--- src/rtl/num_syst.sv ---
`default_nettype none
// ============================================================================
// Module   : num_syst
// Purpose  : Number entry from slide switches (KEY1 loads, KEY0 clears) with
//            binary-to-decimal conversion onto three active-low 7-segment
//            digits plus a sign digit.
// Options  : NUM_SYST_SIGNED_EN - show value as two's complement with a
//            minus sign on hex3; undefined gives unsigned 0..255 display.
// Revision : 1.0 - initial release
// ============================================================================
module num_syst #(
    parameter int SYNC_STAGES = 2
) (
    input  logic       clk,
    input  logic       rst,
    input  logic       KEY0,
    input  logic       KEY1,
    input  logic [7:0] switches,
    output logic [7:0] value,
    output logic [6:0] hex0,
    output logic [6:0] hex1,
    output logic [6:0] hex2,
    output logic [6:0] hex3
);

    localparam logic [6:0] c_SEG_BLANK = 7'b1111111;
    localparam logic [6:0] c_SEG_MINUS = 7'b0111111;

    logic [SYNC_STAGES-1:0] r_sync0;
    logic [SYNC_STAGES-1:0] r_sync1;
    logic                   r_hist0;
    logic                   r_hist1;
    logic [7:0]             r_value;

    logic                   w_clr_pulse;
    logic                   w_ld_pulse;
    logic [7:0]             w_mag;
    logic [19:0]            w_dd;
    logic [3:0]             w_hund;
    logic [3:0]             w_tens;
    logic [3:0]             w_ones;

    // Key synchronizers and edge history; reset to the released (high) level
    // so that reset never manufactures a press event.
    always_ff @(posedge clk or posedge rst) begin
        if (rst) begin
            r_sync0 <= '1;
            r_sync1 <= '1;
            r_hist0 <= 1'b1;
            r_hist1 <= 1'b1;
        end else begin
            r_sync0 <= {r_sync0[SYNC_STAGES-2:0], KEY0};
            r_sync1 <= {r_sync1[SYNC_STAGES-2:0], KEY1};
            r_hist0 <= r_sync0[SYNC_STAGES-1];
            r_hist1 <= r_sync1[SYNC_STAGES-1];
        end
    end

    // Falling edge of the synchronized key level gives one pulse per press.
    assign w_clr_pulse = r_hist0 & ~r_sync0[SYNC_STAGES-1];
    assign w_ld_pulse  = r_hist1 & ~r_sync1[SYNC_STAGES-1];

    // Captured value register; clear has priority over load.
    always_ff @(posedge clk or posedge rst) begin
        if (rst) begin
            r_value <= 8'h00;
        end else if (w_clr_pulse) begin
            r_value <= 8'h00;
        end else if (w_ld_pulse) begin
            r_value <= switches;
        end
    end

    assign value = r_value;

`ifdef NUM_SYST_SIGNED_EN
    // Magnitude of the two's complement value; 0x80 maps to 128.
    assign w_mag = r_value[7] ? (~r_value + 8'd1) : r_value;
    assign hex3  = r_value[7] ? c_SEG_MINUS : c_SEG_BLANK;
`else
    assign w_mag = r_value;
    assign hex3  = c_SEG_BLANK;
`endif

    // Double-dabble: 8 shift steps, add 3 to any BCD nibble >= 5 before each.
    always_comb begin
        w_dd = {12'd0, w_mag};
        for (int i = 0; i < 8; i++) begin
            if (w_dd[11:8]  >= 4'd5) w_dd[11:8]  = w_dd[11:8]  + 4'd3;
            if (w_dd[15:12] >= 4'd5) w_dd[15:12] = w_dd[15:12] + 4'd3;
            if (w_dd[19:16] >= 4'd5) w_dd[19:16] = w_dd[19:16] + 4'd3;
            w_dd = {w_dd[18:0], 1'b0};
        end
    end

    assign w_hund = w_dd[19:16];
    assign w_tens = w_dd[15:12];
    assign w_ones = w_dd[11:8];

    function automatic logic [6:0] seg7(input logic [3:0] d);
        case (d)
            4'd0:    seg7 = 7'b1000000;
            4'd1:    seg7 = 7'b1111001;
            4'd2:    seg7 = 7'b0100100;
            4'd3:    seg7 = 7'b0110000;
            4'd4:    seg7 = 7'b0011001;
            4'd5:    seg7 = 7'b0010010;
            4'd6:    seg7 = 7'b0000010;
            4'd7:    seg7 = 7'b1111000;
            4'd8:    seg7 = 7'b0000000;
            4'd9:    seg7 = 7'b0010000;
            default: seg7 = c_SEG_BLANK;
        endcase
    endfunction

    // Leading-zero blanking; the ones digit is always lit.
    assign hex0 = seg7(w_ones);
    assign hex1 = ((w_hund == 4'd0) && (w_tens == 4'd0)) ? c_SEG_BLANK : seg7(w_tens);
    assign hex2 = (w_hund == 4'd0) ? c_SEG_BLANK : seg7(w_hund);

endmodule
`default_nettype wire

--- config.mk ---
export PLATFORM = sky130hd
export DESIGN_NAME = num_syst
export DESIGN_NICKNAME = d
export VERILOG_FILES = /design/src/rtl/num_syst.sv
export SDC_FILE = /design/constraint.sdc
export NUM_CORES = 1
export LEC_CHECK = 0
export CAP_MARGIN = 25
export CORE_MARGIN = 2
export CORE_UTILIZATION = 25
export CTS_CLUSTER_DIAMETER = 150
export DETAILED_ROUTE_END_ITERATION = 10
export GPL_TIMING_DRIVEN = 1
export PLACE_DENSITY = 0.5
export SYNTH_ARGS = -nofsm -noshare
export SYNTH_HDL_FRONTEND = slang
export SYNTH_SLANG_ARGS = --single-unit
--- constraint.sdc ---
create_clock -name clk -period 11.2 [get_ports clk]
set_input_delay 2.24 -clock clk [delete_from_list [all_inputs] [get_ports clk]]
set_output_delay 2.24 -clock clk [all_outputs]
set_load 0.05 [all_outputs]
==> results.cfg <==
[timing]
slew_headroom_pct = 56.8
timing_hold_violations_final = 0
skew_ps = 0.467
setup_violations = 0
period_share_pct = 84.9
final_max_slew_viol_count = 0
period_needed_ps = 9510
setup_tns_ps = 0
worst_pin_slew_ps = 646
rsz0062_at_grt = no
setup_slack_ps = 1690
fin_hold_ws_ps = 354
max_freq_mhz = 105

[critical_path]
cp_data_required_time_ps = 8960
rrSetupSlack_ps = 9760
cp-start-kind = register
r2r_start = r_hist1$_DFF_PP1_
worstPathMaxFanout = 17
max_stage_delay_ps = 690
r2r_end = value[7]$_DFFE_PP0P_
crit_buf_inv = 5
cp_slowest_cell = clkdlybuf4s50_1
critPathKind = register to output pin
ff2ff_path_depth = 4
cp_top_family = compound AO/OA/AOI/OAI gates
arrival_ps = 7270
path_cells = inv_1 -> ha_1 -> o21ai_2 -> xnor2_2 -> ha_1 -> nand2b_1 -> a32oi_4 -> xnor2_1 -> inv_1 -> ha_1 -> inv_1 -> nor2_2 -> o311ai_2 -> nor2_1 -> a311o_1 -> a211oi_4 -> a21oi_1 -> xnor2_1 -> inv_1 -> ha_1 -> and3_1 -> or4b_4 -> o211a_1 -> clkdlybuf4s50_1
endpoint_kind = output pin
startpoint = value[6]$_DFFE_PP0P_
endpoint = hex1[0]
path_depth = 24

[placement]
place_congestion = 0.807
dp_hpwl_um = 4090
dp.cells = 400
io_buffers = 39
place_ws_ps = 1940

[grt]
gr-total-overflow = 0
grt_pass1_vias = 1940
antenna_found_initial = 0
grt.total_usage_pct = 11.0
grt_max_degree = 18
grt_pass1_wl_um = 8940

[power]
p_leak_nw = 1.03
seq_power_share_pct = 7.8
switching_share_pct = 58.7
irDropWorstVdd_uv = 165
p_int_mw = 0.328
p_sw_mw = 0.467
p_comb_share_pct = 87.3
p_clk_share_pct = 4.9
p_per_area_nw_per_um2 = 306

[clock_tree]
clk_pin_slew_ps = 50
cts_buffers = 3
cts_buffer_depth = 2
cts_tree = done
cts_setup_buffers = 0
cts-resized-gates = 0
clk_latency_ps = 230
cts_root_buffer = clkbuf_8
cts_sinks = 14
cts_hold_buffers = 0
ctsHtreeMaxLevel = 1

[synth]
synthArstFlopShare_pct = 100
synth-warning-count = 0
synth_seq_area_share_pct = 16.6
syn_area_per_cell_um2 = 7.88
synthFlopType = dfrtp_1
synth_cell_types = 77
synth_cells = 274
synth_edf_count = 0
syn-cell-area_um2 = 2160
ys_ff_latch = 14

[routing]
ant_nets = 0
wl_per_cell_um = 13.1
vias = 2048
finalWirelength_um = 5280
dr.first_iter.drc_count = 100
drc = 0
firstDrtPassIters = 4
via_per_inst = 5.07

[finish]
area_growth_pct = 20.5
drive_gt1_share_pct = 11.4
nets = 325
final_cells = 404
fillCellCount = 897
antennaDiodeCount = 0

[floorplan]
dieArea_um2 = 9390
die_x_um = 96.9
fp.dieH_um = 96.9
start_util_pct = 26.0
ios = 48
core_area_um2 = 8300
num_rows = 33

[job]
cap_violations = 0

[status]
status = finished clean

[hold_path]
hp-class = register to register
## metrics by stage
step / area (um2) / power [mW] / util [%]
3_3_place_gp: 2550 / 0.756 / 30.7
2_1_floorplan: 2180 / 0.589 / -
5_1_grt: 2600 / 0.852 / 31.3
4_1_cts: 2590 / 0.798 / 31.2
3_5_place_dp: 2550 / 0.756 / 30.7
6_report: 2600 / 0.795 / 31.3
## routing by layer
| layer | track usage (%) | vias to the layer above | wire length [um] |
|---|---|---|---|
| li1 | - | 1041 | - |
| met1 | 14.6 | 949 | 2600 |
| met3 | 0.795 | 8 | 173 |
| met4 | 4.12 | 0 | 85 |
| met2 | 18.5 | 50 | 2420 |
| met5 | 0 | - | 0 |
## kinds of logic after synthesis
| logic type | share of synthesized area, % |
|---|---|
| buf+inv | 10.1 |
| mux | 6.78 |
| other cells | 0.174 |
| fa+ha+maj | 6.96 |
| simple gates | 23.0 |
| xor+xnor | 3.13 |
| flops | 16.6 |
| compound gates | 33.3 |
## final cells by class
| cell class | instances | area (um2) | area share [%] |
|---|---|---|---|
| well taps | 105 | 131 | 5.05 |
| clock buffers | 3 | 41.3 | 1.59 |
| inverters | 15 | 56.3 | 2.17 |
| multi-input cells | 226 | 1610 | 61.8 |
| flip-flops and latches | 14 | 358 | 13.8 |
| repair buffers | 41 | 405 | 15.6 |
## worst min-delay path by stage
stage / slack (ps) / from / endpoint / cells past startpoint
after floorplan: 350 / r_sync0[0]$_DFF_PP1_ / r_sync0[1]$_DFF_PP1_ / 0
after global placement: 350 / r_sync1[0]$_DFF_PP1_ / r_sync1[1]$_DFF_PP1_ / 0
after detailed placement: 350 / r_sync0[0]$_DFF_PP1_ / r_sync0[1]$_DFF_PP1_ / 0
after CTS: 360 / r_sync0[0]$_DFF_PP1_ / r_sync0[1]$_DFF_PP1_ / 0
after global routing: 360 / r_sync0[0]$_DFF_PP1_ / r_sync0[1]$_DFF_PP1_ / 0
final: 350 / r_sync1[0]$_DFF_PP1_ / r_sync1[1]$_DFF_PP1_ / 0
## Yosys cell counts (4+ instances only)
library cell	count	area share (%)
a21oi_1	27	6.3
and2_1	4	1.2
buf_2	4	0.93
buf_4	10	3.5
clkbuf_1	7	1.2
dfrtp_1	8	9.3
dfstp_2	6	7.3
ha_1	12	7.0
inv_1	12	2.1
mux2i_1	6	2.8
nand2_1	18	3.1
nand2b_1	5	1.4
nand3_1	7	1.6
nor2_1	28	4.9
nor3_1	6	1.4
o211ai_1	8	2.8
o21ai_0	10	2.3
or3_1	4	1.2
xnor2_1	4	1.6
## placed cells by master (no fill, tap or decap), types with 3 or more instances in the layout
cell              n
o31ai_1           3
dfrtp_1           8
clkdlybuf4s50_1  39
nor3_1            6
xnor2_1           4
o22ai_1           3
conb_1            8
nor4_1            3
o21ai_0          10
dfstp_2           6
ha_1             12
a21oi_1          27
a21o_1            3
mux2i_1           6
nand2b_1          5
inv_1            12
nor2_1           28
o211ai_1          8
o211a_1           3
nand3_1           7
and2_1            4
o21a_1            3
nand2_1          18
or3_1             4
nor2b_1           3
clkbuf_8          3
## registers in the layout, summed over array words and instances (netlist names)
name / count
r_hist0: 1
r_hist1: 1
r_sync0: 2
value: 8
r_sync1: 2
## power groups by stage
stage          combinational, mW  clock, mW  sequential (mW)
5_1_grt                    0.746     0.0429           0.0632
4_1_cts                    0.695     0.0405           0.0623
3_5_place_dp               0.693          0           0.0631
2_1_floorplan              0.521          0           0.0679
3_3_place_gp               0.693          0           0.0632
6_report                   0.694     0.0388           0.0623
Note: power is estimated with default switching activity, not from simulation.
